===== config.mk =====
export PLATFORM = sky130hd
export DESIGN_NAME = pipe_stage_skid
export DESIGN_NICKNAME = d
export VERILOG_FILES = /design/src/rtl/pipe_pkg.sv /design/src/rtl/pipe_sat_cnt.sv /design/src/rtl/pipe_stage_skid.sv
export SDC_FILE = /design/constraint.sdc
export NUM_CORES = 1
export LEC_CHECK = 0
export BUFFER_PORTS_ARGS = -buffer_cell sky130_fd_sc_hd__buf_2
export CAP_MARGIN = 5
export CORE_UTILIZATION = 35
export CTS_BUF_LIST = sky130_fd_sc_hd__clkbuf_8
export CTS_CLUSTER_DIAMETER = 200
export CTS_CLUSTER_SIZE = 20
export DETAILED_ROUTE_END_ITERATION = 8
export PLACE_DENSITY_LB_ADDON = 0.05
export REMOVE_ABC_BUFFERS = 1
export SETUP_SLACK_MARGIN = 0.5
export SYNTH_ARGS = -nofsm -noshare
export SYNTH_HDL_FRONTEND = slang
export SYNTH_SLANG_ARGS = --single-unit

===== constraint.sdc =====
create_clock -name clk_i -period 1.4 [get_ports clk_i]
set_clock_uncertainty 0.1 [all_clocks]
set_input_delay 0 -clock clk_i [delete_from_list [all_inputs] [get_ports clk_i]]
set_output_delay 0 -clock clk_i [all_outputs]
set_load 0.02 [all_outputs]

===== src/rtl/pipe_pkg.sv =====
// Shared pipeline-stage definitions: handshake state constants and per-stage payload layouts with their nop encodings.
`ifndef nop_PC
`define nop_PC     32'h0000_0000
`endif
`ifndef nop_nPC
`define nop_nPC    32'h0000_0004
`endif
`ifndef nop_COMMIT
`define nop_COMMIT 1'b0
`endif
`ifndef nop_INSTR
`define nop_INSTR  32'h0000_0013
`endif

package pipe_pkg;

    typedef logic [1:0] state_t;

    localparam state_t ST_EMPTY = 2'd0;
    localparam state_t ST_ONE   = 2'd1;
    localparam state_t ST_TWO   = 2'd2;

    typedef struct packed {
        logic [31:0] pc;
        logic [31:0] npc;
        logic        commit;
        logic [31:0] instr;
    } de_payload_t;

    typedef struct packed {
        logic [31:0] pc;
        logic [31:0] npc;
        logic        commit;
        logic [31:0] instr;
        logic [31:0] alu;
    } em_payload_t;

    typedef struct packed {
        logic [31:0] pc;
        logic        commit;
        logic [31:0] instr;
        logic [31:0] wdata;
    } mw_payload_t;

    localparam de_payload_t DE_NOP = '{pc: `nop_PC, npc: `nop_nPC, commit: `nop_COMMIT,
                                       instr: `nop_INSTR};
    localparam em_payload_t EM_NOP = '{pc: `nop_PC, npc: `nop_nPC, commit: `nop_COMMIT,
                                       instr: `nop_INSTR, alu: 32'h0};
    localparam mw_payload_t MW_NOP = '{pc: `nop_PC, commit: `nop_COMMIT, instr: `nop_INSTR,
                                       wdata: 32'h0};

endpackage


===== src/rtl/pipe_sat_cnt.sv =====
// Saturating up-counter for stage statistics; holds at all-ones, cleared only by reset.
module pipe_sat_cnt #(
    parameter int CNT_W = 32
) (
    input  logic             clk_i,
    input  logic             rst,
    input  logic             inc_i,
    output logic [CNT_W-1:0] cnt_o
);

    logic [CNT_W-1:0] r_cnt;

    always_ff @(posedge clk_i) begin
        if (rst)
            r_cnt <= '0;
        else if (inc_i && (r_cnt != {CNT_W{1'b1}}))
            r_cnt <= r_cnt + 1'b1;
    end

    assign cnt_o = r_cnt;

endmodule


===== src/rtl/pipe_stage_skid.sv =====
// Pipeline stage register with valid/ready handshake and a 2-entry skid buffer.
// Define PIPE_STAGE_STATS_EN to add saturating stall/flush counters.
module pipe_stage_skid
    import pipe_pkg::*;
#(
    parameter int                DATA_W   = 32,
    parameter logic [DATA_W-1:0] NOP_DATA = '0,
    parameter int                CNT_W    = 32
) (
    input  logic              clk_i,
    input  logic              rst,
    input  logic              flush_i,
    input  logic              s_valid_i,
    output logic              s_ready_o,
    input  logic [DATA_W-1:0] s_data_i,
    output logic              m_valid_o,
    input  logic              m_ready_i,
    output logic [DATA_W-1:0] m_data_o,
`ifdef PIPE_STAGE_STATS_EN
    output logic [CNT_W-1:0]  stall_cnt_o,
    output logic [CNT_W-1:0]  flush_cnt_o,
`endif
    output logic [1:0]        occ_o
);

    if (DATA_W < 1 || CNT_W < 1) begin : g_bad_param
        $error("pipe_stage_skid: DATA_W and CNT_W must be >= 1");
    end

    state_t            r_state;
    state_t            w_state_nxt;
    logic [DATA_W-1:0] r_main;
    logic [DATA_W-1:0] r_skid;
    logic [DATA_W-1:0] w_main_nxt;
    logic [DATA_W-1:0] w_skid_nxt;
    logic              w_acc;
    logic              w_con;

    assign w_acc = s_valid_i & s_ready_o;
    assign w_con = m_valid_o & m_ready_i;

    always_ff @(posedge clk_i) begin
        if (rst)
            r_state <= ST_EMPTY;
        else
            r_state <= w_state_nxt;
    end

    always_comb begin
        w_state_nxt = ST_EMPTY;
        if (!flush_i) begin
            case (r_state)
                ST_EMPTY: w_state_nxt = w_acc ? ST_ONE : ST_EMPTY;
                ST_ONE: begin
                    if (w_acc && !w_con)
                        w_state_nxt = ST_TWO;
                    else if (!w_acc && w_con)
                        w_state_nxt = ST_EMPTY;
                    else
                        w_state_nxt = ST_ONE;
                end
                ST_TWO:   w_state_nxt = w_con ? ST_ONE : ST_TWO;
                default:  w_state_nxt = ST_EMPTY;
            endcase
        end
    end

    // Payload moves are keyed off the same state/handshake decode as the FSM.
    always_comb begin
        w_main_nxt = NOP_DATA;
        w_skid_nxt = NOP_DATA;
        if (!flush_i) begin
            case (r_state)
                ST_EMPTY: w_main_nxt = w_acc ? s_data_i : r_main;
                ST_ONE: begin
                    w_main_nxt = r_main;
                    w_skid_nxt = r_skid;
                    if (w_acc && w_con)
                        w_main_nxt = s_data_i;
                    else if (w_acc)
                        w_skid_nxt = s_data_i;
                    else if (w_con)
                        w_main_nxt = NOP_DATA;
                end
                ST_TWO: begin
                    w_main_nxt = w_con ? r_skid : r_main;
                    w_skid_nxt = w_con ? NOP_DATA : r_skid;
                end
                default: begin
                    w_main_nxt = NOP_DATA;
                    w_skid_nxt = NOP_DATA;
                end
            endcase
        end
    end

    always_ff @(posedge clk_i) begin
        if (rst) begin
            r_main <= NOP_DATA;
            r_skid <= NOP_DATA;
        end else begin
            r_main <= w_main_nxt;
            r_skid <= w_skid_nxt;
        end
    end

    // Outputs decode the state register only, so no input reaches an output combinationally.
    always_comb begin
        m_valid_o = (r_state != ST_EMPTY);
        s_ready_o = (r_state != ST_TWO);
        occ_o     = r_state;
        m_data_o  = r_main;
    end

`ifdef PIPE_STAGE_STATS_EN
    logic w_stall_inc;
    logic w_flush_inc;

    assign w_stall_inc = m_valid_o & ~m_ready_i;
    assign w_flush_inc = flush_i & (occ_o != 2'd0);

    pipe_sat_cnt #(.CNT_W(CNT_W)) u_stall_cnt (
        .clk_i (clk_i),
        .rst   (rst),
        .inc_i (w_stall_inc),
        .cnt_o (stall_cnt_o)
    );

    pipe_sat_cnt #(.CNT_W(CNT_W)) u_flush_cnt (
        .clk_i (clk_i),
        .rst   (rst),
        .inc_i (w_flush_inc),
        .cnt_o (flush_cnt_o)
    );
`endif

endmodule


==> Implementation_results.wiki, run 1 <==
{| class="wikitable"
! Metric !! Value
|-
| Run status || finished, violations left
|-
| Failing checks || negative hold slack, negative setup slack
|-
| Aggregate global routing overflow || 0
|-
| Total power || 4.328 mW
|-
| Clock tree root driver cell || sky130_fd_sc_hd__clkbuf_8
|-
| Number of endpoints with negative hold slack in the final report || 2
|-
| DPL Wire Length || between 4 and 5 mm
|-
| Clk sink count || 66
|-
| Cell area after layout || 0.004474 mm2
|-
| Max Cap Violations || 0
|-
| Hold Crit Depth || 3
|-
| Data arrival, critical path || 1700 ps
|-
| Worst hold slack after final layout || -45.12 ps
|-
| Total global routing track utilization || 20.12%
|-
| Number of placement rows || 31
|-
| Synth top area cells || sky130_fd_sc_hd__dfxtp_1 49%, sky130_fd_sc_hd__nand2_1 13%, sky130_fd_sc_hd__a221o_1 12%, sky130_fd_sc_hd__mux2i_1 12%, sky130_fd_sc_hd__nor2_1 4.6%
|-
| Clock tree from TritonCTS || done
|-
| Max-slew headroom at the worst pin || 75.46%
|-
| Effective utilization at floorplan || a little under two fifths
|-
| Pin count of the biggest net entering global routing || 33
|-
| Kind of critical path || flop to flop
|-
| Max Clock Freq || 654.2 MHz
|-
| Worst hold-check path type || input port to flop
|-
| Number of cells on the worst reg-to-reg path || 6
|-
| Final number of max-transition violations || 0
|-
| Post-DP Area || 0.003292 mm2
|-
| Worst-Skew Late Latency || around 330 ps
|-
| Ratio of cells with drive above 1 in the final layout || 40.65%
|-
| Number of storage elements in the synthesis netlist || 66
|-
| Count of pins on the block boundary || 73
|-
| Vias after detailed routing || 2555
|-
| Peak supply drop || 619.8 uV
|-
| Post-route worst setup slack || -128.6 ps
|-
| CTS buffer count || 9
|-
| Vias in the first global route || around 2600
|-
| Layout Cells excl Fill || 532
|-
| Final critical path time including I/O delays and setup || 1529 ps
|-
| Cell count after placement || roughly 470
|-
| Synthesis-to-layout area growth || 64.49%
|-
| Fraction of post-synthesis cell area in the top cell type by area || 48.57%
|-
| # setup viols final || 66
|-
| Per-cell routed wire length || 14.91 um
|-
| Die W || 90.16 um
|-
| Actual transition at the worst max-transition pin || 368.1 ps
|-
| Post-synthesis instance total || 303
|-
| Category of the worst setup path capture point || flop
|-
| DR vias/cell || ~4.8
|-
| Antenna Violating Nets Remaining || 0
|-
| Number of antenna violations at the first check in global routing || 0
|-
| Count of buffers from port buffering || 72
|-
| CP required || 1570 ps
|-
| Fin nets || 465
|-
| Sequential fraction of the synthesis area || about half
|-
| Power per standard cell area || 967.2 mW/mm2
|-
| Total of warnings raised by yosys || 0
|-
| Final total negative setup slack || -6942 ps
|-
| Minimum setup slack after placement || -159.6 ps
|-
| Clk buf depth || 2
|-
| Clock-pin slew of the registers on the worst-case setup and hold paths || 80 ps
|-
| Placeable core area || 0.007370 mm2
|-
| Largest area contributor in the synthesized netlist || sky130_fd_sc_hd__dfxtp_1
|-
| Antenna cell count || 0
|-
| CP max FO || 6
|-
| Number of unique standard cell types used by synthesis || 22
|-
| Wire length of the first global-routing pass || around 13 mm
|-
| Cell area after synthesis || 0.002720 mm2
|-
| Last weighted congestion value of the routability-driven placer || between 0.7 and 0.8
|-
| Die boundary height || 90.16 um
|-
| Hold_buf cts || 33
|-
| DRC violations left || 0
|-
| First drt pass iteration count || 7
|-
| Layout Utilization || 60.71%
|-
| First DRT Iteration DRCs || 110
|-
| Leakage || 1.685 nW
|-
| Overall die area || 0.008128 mm2
|-
| Avg Synthesized Cell Area || 8.977 um2
|-
| Unrepaired setup endpoints after global routing || true
|-
| Nature of the critical path startpoint || flop
|-
| H-Tree Depth || 3
|-
| Share of the cycle needed by the critical path after routing || 109.2%
|-
| Reg2reg setup slack || -130 ps
|-
| DRT Wirelength || roughly 8 mm
|}
## metal layers
| metal | track usage [%] | wire [um] | up-vias | share of wire [%] |
|---|---|---|---|---|
| li1 | - | - | 1300 | - |
| met4 | 5.242 | 67 | 0 | 0.84 |
| met3 | 5.838 | 303 | 5 | 3.8 |
| met2 | 32.70 | 3723 | 55 | 47 |
| met5 | 0 | 0 | - | 0 |
| met1 | 26.09 | 3838 | 1195 | 48 |
## final timing paths
| kind | endpoint | from |
|---|---|---|
| worst max-delay path | r_skid[31] | occ_o[0] |
| worst min-delay path | occ_o[1] | m_ready_i |
| worst max register to register | r_skid[31] | occ_o[0] |
| worst min register to register | r_skid[4] | r_skid[4] |
## area by class of cell
cell class / instances / area, um2
well taps: 99 / 123.9
fillers: 633 / 2895
clock inverters: 6 / 88.84
flip-flops and latches: 66 / 1369
clock buffers: 10 / 137.6
multi-input cells: 212 / 1376
repair buffers: 139 / 1379
## worst max-delay path, cell delays in order, from the launching register on
cell and delay, ps:
sky130_fd_sc_hd__dfxtp_4 380, sky130_fd_sc_hd__buf_6 130, sky130_fd_sc_hd__nand2b_4 150, sky130_fd_sc_hd__o22ai_4 220
sky130_fd_sc_hd__buf_6 160, sky130_fd_sc_hd__clkbuf_16 150, sky130_fd_sc_hd__mux2i_1 170
## synth_stat cells
| master | instances |
|---|---|
| sky130_fd_sc_hd__or2_1 | 1 |
| sky130_fd_sc_hd__buf_2 | 16 |
| sky130_fd_sc_hd__dfxtp_1 | 66 |
| sky130_fd_sc_hd__nand3b_1 | 3 |
| sky130_fd_sc_hd__nand2b_1 | 3 |
| sky130_fd_sc_hd__nor4b_2 | 1 |
| sky130_fd_sc_hd__xnor2_1 | 1 |
| sky130_fd_sc_hd__and4b_1 | 1 |
| sky130_fd_sc_hd__o32ai_2 | 1 |
| sky130_fd_sc_hd__a31oi_1 | 1 |
| sky130_fd_sc_hd__nand2_1 | 96 |
| sky130_fd_sc_hd__a21oi_1 | 1 |
| sky130_fd_sc_hd__buf_4 | 1 |
| sky130_fd_sc_hd__clkbuf_1 | 8 |
| sky130_fd_sc_hd__a221o_1 | 32 |
| sky130_fd_sc_hd__mux2i_1 | 32 |
| sky130_fd_sc_hd__or4b_1 | 1 |
| sky130_fd_sc_hd__o22ai_2 | 1 |
| sky130_fd_sc_hd__nor2b_1 | 1 |
| sky130_fd_sc_hd__nor2_1 | 33 |
| sky130_fd_sc_hd__or3_1 | 2 |
| sky130_fd_sc_hd__or2_2 | 1 |
## cell families (layout without fill, tap and decap cells)
group	Yosys count	in the layout	share of synthesized area, %
AND/OR/NAND/NOR	143	143	21.76
flip-flops	66	66	48.57
AO/OA/AOI/OAI	36	36	13.25
multiplexers	32	32	11.78
buffers and inverters	25	155	4.324
XOR/XNOR	1	1	0.3220
## cells in the final DEF, fill, tap and decap left out, types with 2 or more instances in the layout
cell                            count
sky130_fd_sc_hd__nand2b_4           3
sky130_fd_sc_hd__bufinv_16          2
sky130_fd_sc_hd__buf_12             5
sky130_fd_sc_hd__clkbuf_8          10
sky130_fd_sc_hd__or3_1              2
sky130_fd_sc_hd__clkinvlp_4         2
sky130_fd_sc_hd__dfxtp_4            2
sky130_fd_sc_hd__dfxtp_1           32
sky130_fd_sc_hd__nand2_1           96
sky130_fd_sc_hd__dfxtp_2           32
sky130_fd_sc_hd__buf_2             36
sky130_fd_sc_hd__a221o_1           32
sky130_fd_sc_hd__nor2_2             7
sky130_fd_sc_hd__mux2i_1           32
sky130_fd_sc_hd__dlygate4sd3_1     33
sky130_fd_sc_hd__buf_16             2
sky130_fd_sc_hd__nor2_1            26
sky130_fd_sc_hd__buf_6             48
sky130_fd_sc_hd__nand3b_1           3
sky130_fd_sc_hd__clkbuf_16          3
sky130_fd_sc_hd__buf_4             11
## state kept, by name, summed over array words and instances (netlist names)
signal and count:
m_data_o 32, r_skid 32, occ_o 2
## timing repair
item | in CTS | in global routing
gates resized for setup | 127 | 22
endpoints found under the hold margin | 66 | 2
endpoints found under the setup margin | 102 | 102
pin swaps | 3 | 4
buffers inserted | 7 | 2
cloned | 2 | 3
## report_power, final
part	internal (mW)	switching, mW	total [mW]
clock network	1.05	0.767	1.82
registers	1.92	0.0321	1.95
logic	0.305	0.247	0.552
No activity file was read; power rests on OpenSTA's default activity.
==> run 2: changes to the inputs <==
- clock period: 1.4 -> 1.8 ns (I/O delays scaled with it)
==> run 2 against run 1 <==
The run now ends clean. Utilization fell by 4.2 points. Via count grew 1.4%. Clock power fell by 20%. Final cell count shrank 0.94%. Maximum frequency rose by 2.0%. Highest routed layer unchanged. Sequential share of layout area is 1.3 points higher.
==> Implementation_results.wiki, run 2 (synthesis gave the netlist of run 1 again) <==
{| class="wikitable"
! Metric !! Value
|-
| Category of the worst setup path capture point || flop (unchanged)
|-
| Worst hold-check path type || input port to flop (unchanged)
|-
| H-Tree Depth || 3 (unchanged)
|-
| Layout Utilization || 56.49% (was 60.71%)
|-
| Number of placement rows || 31 (unchanged)
|-
| Die W || 90.16 um (unchanged)
|-
| Worst-path cell with the longest stage delay || sky130_fd_sc_hd__dfxtp_4 (unchanged)
|-
| Final total negative setup slack || 0 ps (was -6942 ps)
|-
| CTS buffer count || 9 (unchanged)
|-
| Per-cell routed wire length || 15.11 um (was 14.91 um)
|-
| Antenna cell count || 0 (unchanged)
|-
| CP max FO || 8 (was 6)
|-
| Clock-pin slew of the registers on the worst-case setup and hold paths || 70 ps (was 80 ps)
|-
| Aggregate global routing overflow || 0 (unchanged)
|-
| Fin nets || 460 (was 465)
|-
| Nature of the critical path startpoint || flop (unchanged)
|-
| Final critical path time including I/O delays and setup || 1499 ps (was 1529 ps)
|-
| Number of antenna violations at the first check in global routing || 0 (unchanged)
|-
| Minimum setup slack after placement || 149.3 ps (was -159.6 ps)
|-
| Max Cap Violations || 0 (unchanged)
|-
| Wire length of the first global-routing pass || 12.14 mm (was 12.84 mm)
|-
| DPL Wire Length || 4.388 mm (was 4.409 mm)
|-
| Total global routing track utilization || 18.86% (was 20.12%)
|-
| Commonest cells after routing, fill and taps aside || 96 x sky130_fd_sc_hd__nand2_1, 72 x sky130_fd_sc_hd__buf_2, 64 x sky130_fd_sc_hd__dfxtp_1 (was 96 x sky130_fd_sc_hd__nand2_1, 48 x sky130_fd_sc_hd__buf_6, 36 x sky130_fd_sc_hd__buf_2)
|-
| Ratio of cells with drive above 1 in the final layout || 30.84% (was 40.65%)
|-
| First DRT Iteration DRCs || 118 (was 110)
|-
| Power share of the combinational group || 11.6% (was 12.8%)
|-
| Overall die area || 0.008128 mm2 (unchanged)
|-
| Internal power || 2.581 mW (was 3.282 mW)
|-
| Last weighted congestion value of the routability-driven placer || 0.7679 (was 0.7810)
|-
| Run status || finished clean (was finished, violations left)
|-
| Final number of max-transition violations || 0 (unchanged)
|-
| Peak supply drop || 427.9 uV (was 619.8 uV)
|-
| Clock tree from TritonCTS || done (unchanged)
|-
| DR vias/cell || 4.915 (was 4.803)
|-
| Power share of the sequential group || 45.1% (was 45.2%)
|-
| CP required || 1920 ps (was 1570 ps)
|-
| Clk buf depth || 2 (unchanged)
|-
| Share of the cycle needed by the critical path after routing || 83.26% (was 109.2%)
|-
| Leakage || 1.616 nW (was 1.685 nW)
|-
| First drt pass iteration count || 4 (was 7)
|-
| Delay of the slowest cell on the worst path || 380 ps (about the same)
|-
| Most common library cell in the layout ignoring fill and taps || sky130_fd_sc_hd__nand2_1 (unchanged)
|-
| Worst-Skew Late Latency || 340 ps (was 330 ps)
|-
| Clk sink count || 66 (unchanged)
|-
| Vias after detailed routing || 2590 (was 2555)
|-
| Post-route worst setup slack || 301.3 ps (was -128.6 ps)
|-
| Switching power of the nets || 0.7679 mW (was 1.046 mW)
|-
| DRC violations left || 0 (unchanged)
|-
| DRT Wirelength || 7.963 mm (was 7.932 mm)
|-
| # setup viols final || 0 (was 66)
|-
| Number of endpoints with negative hold slack in the final report || 0 (was 2)
|-
| Count of buffers from port buffering || 72 (unchanged)
|-
| Actual transition at the worst max-transition pin || 362.5 ps (was 368.1 ps)
|-
| Data arrival, critical path || 1620 ps (was 1700 ps)
|-
| Max-slew headroom at the worst pin || 75.83% (was 75.46%)
|-
| Synthesis-to-layout area growth || 53.04% (was 64.49%)
|-
| Clock tree root driver cell || sky130_fd_sc_hd__clkbuf_8 (unchanged)
|-
| Effective utilization at floorplan || 36.91% (unchanged)
|-
| Unrepaired setup endpoints after global routing || true (unchanged)
|-
| Reg2reg setup slack || 300 ps (was -130 ps)
|-
| Vias in the first global route || 2443 (was 2596)
|-
| Power per standard cell area || 804.6 mW/mm2 (was 967.2 mW/mm2)
|-
| Sw Ratio || 22.93% (was 24.16%)
|-
| Placeable core area || 0.007370 mm2 (unchanged)
|-
| Pin count of the biggest net entering global routing || 33 (unchanged)
|-
| Kind of critical path || flop to flop (unchanged)
|-
| Clock network fraction of total power || 43.3% (was 42.1%)
|-
| Die boundary height || 90.16 um (unchanged)
|-
| CP Cell Sequence || xnor2_4, o32ai_4, buf_12, clkbuf_16, a221o_1 (was buf_6, nand2b_4, o22ai_4, buf_6, clkbuf_16, mux2i_1)
|-
| Max Clock Freq || 667.2 MHz (was 654.2 MHz)
|-
| Antenna Violating Nets Remaining || 0 (unchanged)
|-
| Count of pins on the block boundary || 73 (unchanged)
|}
==> run 2: cell types whose count changed in the layout (fill, tap and decap cells not counted), sizes merged <==
| cell | change |
|---|---|
| clkinvlp | -1 |
| clkbuf | +1 |
| inv | -1 |
| buf | -6 |
| dlygate4sd3 | +2 |
==> run 2: critical path: cells and delay by family, from the launching register on <==
kind / cells / cell delay [ps]
AO/OA/AOI/OAI: 2 / 410
XOR/XNOR: 1 / 180
buffers and inverters: 2 / 310
flip-flops: 1 / 380
==> run 2: metal layers <==
layer  vias up  GRT usage, %  part of all wire (%)  wire [um]
met1      1223         24.91                    47       3749
met4         0         6.048                   1.0         81
met5         -             0                     0          0
li1       1283             -                     -          -
met2        78         30.09                    47       3743
met3         6         4.738                   4.9        389
==> run 2: final timing paths <==
path                    from            to  depth (start not counted)
hold / removal     m_ready_i      occ_o[0]                          4
setup / recovery    occ_o[1]  m_data_o[17]                          5
hold reg to reg   r_skid[23]    r_skid[23]                          2
setup reg to reg    occ_o[1]  m_data_o[17]                          5
==> run 2: cell type report <==
type | count | area [um2]
Fill cell | 684 | 3207
Multi-Input combinational cell | 212 | 1364
Sequential cell | 66 | 1329
Timing Repair Buffer | 134 | 1109
Clock buffer | 12 | 165.2
Tap cell | 99 | 123.9
Clock inverter | 4 | 72.57
==> run 2: repair_timing <==
action	4_1_cts	5_1_grt
hold buffers	35	0
buffers inserted	2	5
pin swaps	1	29
endpoints found under the hold margin	66	0
gates cloned	2	5
setup endpoints to repair	66	66
resized for setup	12	33
==> run 2: power by group through the flow <==
stage / logic [mW] / registers [mW] / clock network (mW)
floorplan: 0.0935 / 1.57 / 0
global placement: 0.271 / 1.55 / 0
detailed placement: 0.271 / 1.54 / 0
CTS: 0.354 / 1.51 / 1.49
global route: 0.415 / 1.51 / 1.56
finish: 0.388 / 1.51 / 1.45
==> run 2: per-stage QoR <==
stage	power (mW)	std cells	hold slack, ps	instance area [um2]
2_1_floorplan	1.668	278	37.92	2603
3_3_place_gp	1.817	462	142.2	3227
3_5_place_dp	1.816	462	145.3	3227
4_1_cts	3.356	517	27.70	3933
5_1_grt	3.487	527	56.54	4163
6_report	3.349	527	41.56	4163
==> run 3: changes to the inputs <==
- ABC_AREA: default -> 1
- clock period: 1.8 -> 1.4 ns (I/O delays scaled with it)
==> run 3 against run 2 <==
The run now ends with negative hold slack, negative setup slack left. Power is 48% higher. Combinational power is 140% higher. Clock power is 41% higher. Critical path depth is 3 higher. Routed wire length is 45% higher. Sequential cell count stayed put. Sequential power is 30% higher. Highest routed layer unchanged.
==> Implementation_results.wiki, run 3 <==
{| class="wikitable"
! Metric !! Value
|-
| Run status || finished, violations left (was finished clean)
|-
| Failing checks || negative hold slack, negative setup slack
|-
| Clk buf depth || 2 (unchanged)
|-
| Worst hold-check path type || input port to flop (unchanged)
|-
| Effective utilization at floorplan || 36.00% (was 36.91%)
|-
| Most instantiated flip-flop cell in the synthesis netlist || sky130_fd_sc_hd__dfxtp_1 (unchanged)
|-
| Gr busiest metal || met2 (unchanged)
|-
| Startpoint of the worst register-to-register path || occ_o[0] (was occ_o[1])
|-
| Commonest cells after routing, fill and taps aside || 229 x sky130_fd_sc_hd__nand2_1, 67 x sky130_fd_sc_hd__inv_1, 66 x sky130_fd_sc_hd__nand3_1 (was 96 x sky130_fd_sc_hd__nand2_1, 72 x sky130_fd_sc_hd__buf_2, 64 x sky130_fd_sc_hd__dfxtp_1)
|-
| Vias after detailed routing || 4000 (was 2590)
|-
| Reg-to-reg endpoint || m_data_o[11] (was m_data_o[17])
|-
| Vias in the first global route || 3689 (was 2443)
|-
| Fin nets || 751 (was 460)
|-
| Count of buffers from port buffering || 72 (unchanged)
|-
| Die W || 102.3 um (was 90.16 um)
|-
| Max Cap Violations || 0 (unchanged)
|-
| Count of buffering cells on the critical path with inverters included || 3 (was 2)
|-
| Hold_buf cts || 32 (was 35)
|-
| Share of the cycle needed by the critical path after routing || 101.5% (was 83.26%)
|-
| First drt pass iteration count || 5 (was 4)
|-
| CP Cell Sequence || nor2_4, nand2_1, inv_2, nor2_4, buf_6, buf_16, nand2_1, a21oi_2 (was xnor2_4, o32ai_4, buf_12, clkbuf_16, a221o_1)
|-
| Synthesis-to-layout area growth || 56.33% (was 53.04%)
|-
| Synth top area cells || sky130_fd_sc_hd__dfxtp_1 38%, sky130_fd_sc_hd__nand2_1 25%, sky130_fd_sc_hd__nand3_1 9.4%, sky130_fd_sc_hd__a21oi_1 9.2%, sky130_fd_sc_hd__inv_1 7.6% (was sky130_fd_sc_hd__dfxtp_1 49%, sky130_fd_sc_hd__nand2_1 13%, sky130_fd_sc_hd__a221o_1 12%, sky130_fd_sc_hd__mux2i_1 12%, sky130_fd_sc_hd__nor2_1 4.6%)
|-
| Number of endpoints with negative hold slack in the final report || 3 (was 0)
|-
| CP required || 1540 ps (was 1920 ps)
|-
| Count of pins on the block boundary || 73 (unchanged)
|-
| Number of unique standard cell types used by synthesis || 15 (was 22)
|-
| Worst hold slack after final layout || -73.32 ps (was 41.56 ps)
|-
| Clock tree root driver cell || sky130_fd_sc_hd__clkbuf_8 (unchanged)
|-
| Grt met3 use || 3.010% (was 4.738%)
|-
| Sequential fraction of the synthesis area || 37.55% (was 48.57%)
|-
| Antenna Violating Nets Remaining || 0 (unchanged)
|-
| Number of flops mapped to enable cells by yosys || 0 (unchanged)
|-
| Total global routing track utilization || 23.28% (was 18.86%)
|-
| First DRT Iteration DRCs || 149 (was 118)
|-
| DR vias/cell || 4.695 (was 4.915)
|-
| Avg Synthesized Cell Area || 6.025 um2 (was 8.977 um2)
|-
| Number of antenna violations at the first check in global routing || 0 (unchanged)
|-
| Wire length of the first global-routing pass || 18.51 mm (was 12.14 mm)
|-
| Largest area contributor in the synthesized netlist || sky130_fd_sc_hd__dfxtp_1 (unchanged)
|-
| Delay of the slowest cell on the worst path || 380 ps (about the same)
|-
| Final number of max-transition violations || 0 (unchanged)
|-
| Cell count after placement || 780 (was 462)
|-
| Unrepaired setup endpoints after global routing || true (unchanged)
|-
| Largest delay share family, worst path || simple AND/OR/NAND/NOR gates (was compound AO/OA/AOI/OAI gates)
|-
| Antenna cell count || 0 (unchanged)
|-
| CP max FO || 7 (was 8)
|-
| DRC violations left || 0 (unchanged)
|-
| Reg2reg setup slack || -20 ps (was 300 ps)
|-
| Last weighted congestion value of the routability-driven placer || 0.7744 (was 0.7679)
|-
| H-Tree Depth || 3 (unchanged)
|-
| Layout Cells excl Fill || 852 (was 527)
|-
| DPL Wire Length || 6.672 mm (was 4.388 mm)
|-
| Number of placement rows || 36 (was 31)
|-
| Pin count of the biggest net entering global routing || 32 (was 33)
|-
| Ratio of cells with drive above 1 in the final layout || 29.21% (was 30.84%)
|-
| Actual transition at the worst max-transition pin || 331.9 ps (was 362.5 ps)
|-
| Number of storage elements in the synthesis netlist || 66 (unchanged)
|-
| Per-cell routed wire length || 13.51 um (was 15.11 um)
|-
| Number of cells on the worst reg-to-reg path || 8 (was 5)
|-
| Max Clock Freq || 703.5 MHz (was 667.2 MHz)
|-
| Total of warnings raised by yosys || 0 (unchanged)
|-
| Clock-pin slew of the registers on the worst-case setup and hold paths || 80 ps (was 70 ps)
|-
| Die boundary height || 102.3 um (was 90.16 um)
|-
| Post-synthesis instance total || 584 (was 303)
|-
| Hold Path Origin || m_ready_i (unchanged)
|-
| Final critical path time including I/O delays and setup || 1422 ps (was 1499 ps)
|-
| Category of the worst setup path capture point || flop (unchanged)
|-
| Hold Crit Depth || 4 (unchanged)
|-
| DRT Wirelength || 11.51 mm (was 7.963 mm)
|-
| Data arrival, critical path || 1560 ps (was 1620 ps)
|-
| Overall die area || 0.01046 mm2 (was 0.008128 mm2)
|-
| Fraction of synthesis flops using an asynchronous set or reset pin || 0% (unchanged)
|-
| Fraction of post-synthesis cell area in the top cell type by area || 37.55% (was 48.57%)
|-
| Clk sink count || 66 (unchanged)
|-
| GR Layer Usage met2 || 38.26% (was 30.09%)
|-
| Leakage || 2.604 nW (was 1.616 nW)
|-
| Placeable core area || 0.009774 mm2 (was 0.007370 mm2)
|-
| # setup viols final || 6 (was 0)
|-
| Post-route worst setup slack || -21.55 ps (was 301.3 ps)
|-
| Cell area after synthesis || 0.003518 mm2 (was 0.002720 mm2)
|-
| Most common library cell in the layout ignoring fill and taps || sky130_fd_sc_hd__nand2_1 (unchanged)
|-
| Top-count cell post-synth || sky130_fd_sc_hd__nand2_1 (unchanged)
|-
| Worst-Skew Late Latency || 350 ps (was 340 ps)
|-
| Met1 usage in global routing || 31.57% (was 24.91%)
|-
| Power per standard cell area || 899.2 mW/mm2 (was 804.6 mW/mm2)
|-
| Peak supply drop || 394.2 uV (was 427.9 uV)
|-
| Kind of critical path || flop to flop (unchanged)
|-
| Destination of the worst hold path || occ_o[1] (was occ_o[0])
|-
| Top cell types by occurrence after synthesis || 232 x sky130_fd_sc_hd__nand2_1, 71 x sky130_fd_sc_hd__inv_1, 66 x sky130_fd_sc_hd__dfxtp_1, 66 x sky130_fd_sc_hd__nand3_1, 65 x sky130_fd_sc_hd__a21oi_1 (was 96 x sky130_fd_sc_hd__nand2_1, 66 x sky130_fd_sc_hd__dfxtp_1, 33 x sky130_fd_sc_hd__nor2_1)
|-
| Max-slew headroom at the worst pin || 77.84% (was 75.83%)
|-
| Aggregate global routing overflow || 0 (unchanged)
|-
| Post-DP Area || 0.004180 mm2 (was 0.003227 mm2)
|-
| Cell area after layout || 0.005500 mm2 (was 0.004163 mm2)
|-
| CTS buffer count || 9 (unchanged)
|-
| Worst-path cell with the longest stage delay || sky130_fd_sc_hd__dfxtp_4 (unchanged)
|-
| Clock tree from TritonCTS || done (unchanged)
|-
| Nature of the critical path startpoint || flop (unchanged)
|}
## run 3: changes by cell type after synthesis, moves of 4 or more
cell / delta
sky130_fd_sc_hd__nand2_1: +136
sky130_fd_sc_hd__inv_1: +71
sky130_fd_sc_hd__nand3_1: +66
sky130_fd_sc_hd__a21oi_1: +64
sky130_fd_sc_hd__a221o_1: -32
sky130_fd_sc_hd__mux2i_1: -32
sky130_fd_sc_hd__buf_2: +5
sky130_fd_sc_hd__clkbuf_1: +5
sky130_fd_sc_hd__buf_4: +4
## run 3: cell families (layout without fill, tap and decap cells)
kind of cell,count (synthesis),in the layout,synth area share [%]
simple gates,342,342,40.08
buf+inv,111,246,13.12
flops,66,66,37.55
compound gates,65,65,9.246
## run 3: routing by layer
layer | share of wire (%) | up-vias
met4 | 1.1 | 0
li1 | - | 2061
met3 | 3.0 | 11
met1 | 48 | 1845
met2 | 48 | 83
met5 | 0 | -
## run 3: cell type report
cell class	instances	area [um2]
clock buffers	10	137.6
clock inverters	6	113.9
fillers	980	4274
inverters	72	272.8
multi-input cells	407	1821
flip-flops and latches	66	1368
well taps	133	166.4
repair buffers	158	1622
## run 3: stage by stage
stage / TNS (ps) / hold WS, ps / util (%) / worst slack [ps] / power [mW]
floorplan: -73750 / 101.7 / - / -1130 / 2.348
global placement: -625.6 / 271.4 / 42.77 / -44.24 / 2.655
detailed placement: -2245 / 258.9 / 42.77 / -72.35 / 2.661
CTS: 0 / -110.9 / 54.85 / 24.39 / 4.965
global route: -2935 / -58.26 / 56.27 / -86.65 / 5.179
finish: -55.83 / -73.32 / 56.27 / -21.55 / 4.946
## run 3: tightest hold or removal path, cell delays in order
cell	delay, ps
sky130_fd_sc_hd__buf_2	120
sky130_fd_sc_hd__nor2_2	60
sky130_fd_sc_hd__nand2_1	90
sky130_fd_sc_hd__nor3_1	50
## run 3: what timing repair did
action | CTS | global route
buffers inserted | 15 | 4
pin swaps | 6 | 1
cloned | 5 | 0
endpoints found under the hold margin | 65 | 3
endpoints found under the setup margin | 102 | 102
resized for setup | 125 | 34
## run 3: worst max path at each step
stage	from	to	depth (start not counted)
final	occ_o[0]	m_data_o[11]	8
after CTS	occ_o[1]	m_data_o[24]	8
after global routing	occ_o[1]	m_data_o[11]	8
after global placement	occ_o[0]	m_data_o[18]	7
after detailed placement	occ_o[0]	m_data_o[10]	7
after floorplan	occ_o[1]	m_data_o[0]	7
## run 3: report_power, final
group          internal (mW)  leakage [nW]  switching, mW  total [mW]
Sequential              1.93         0.551         0.0315        1.96
Clock                   1.23         0.119          0.808        2.04
Combinational          0.461          1.93          0.485       0.947
Total                   3.62          2.60           1.33        4.95
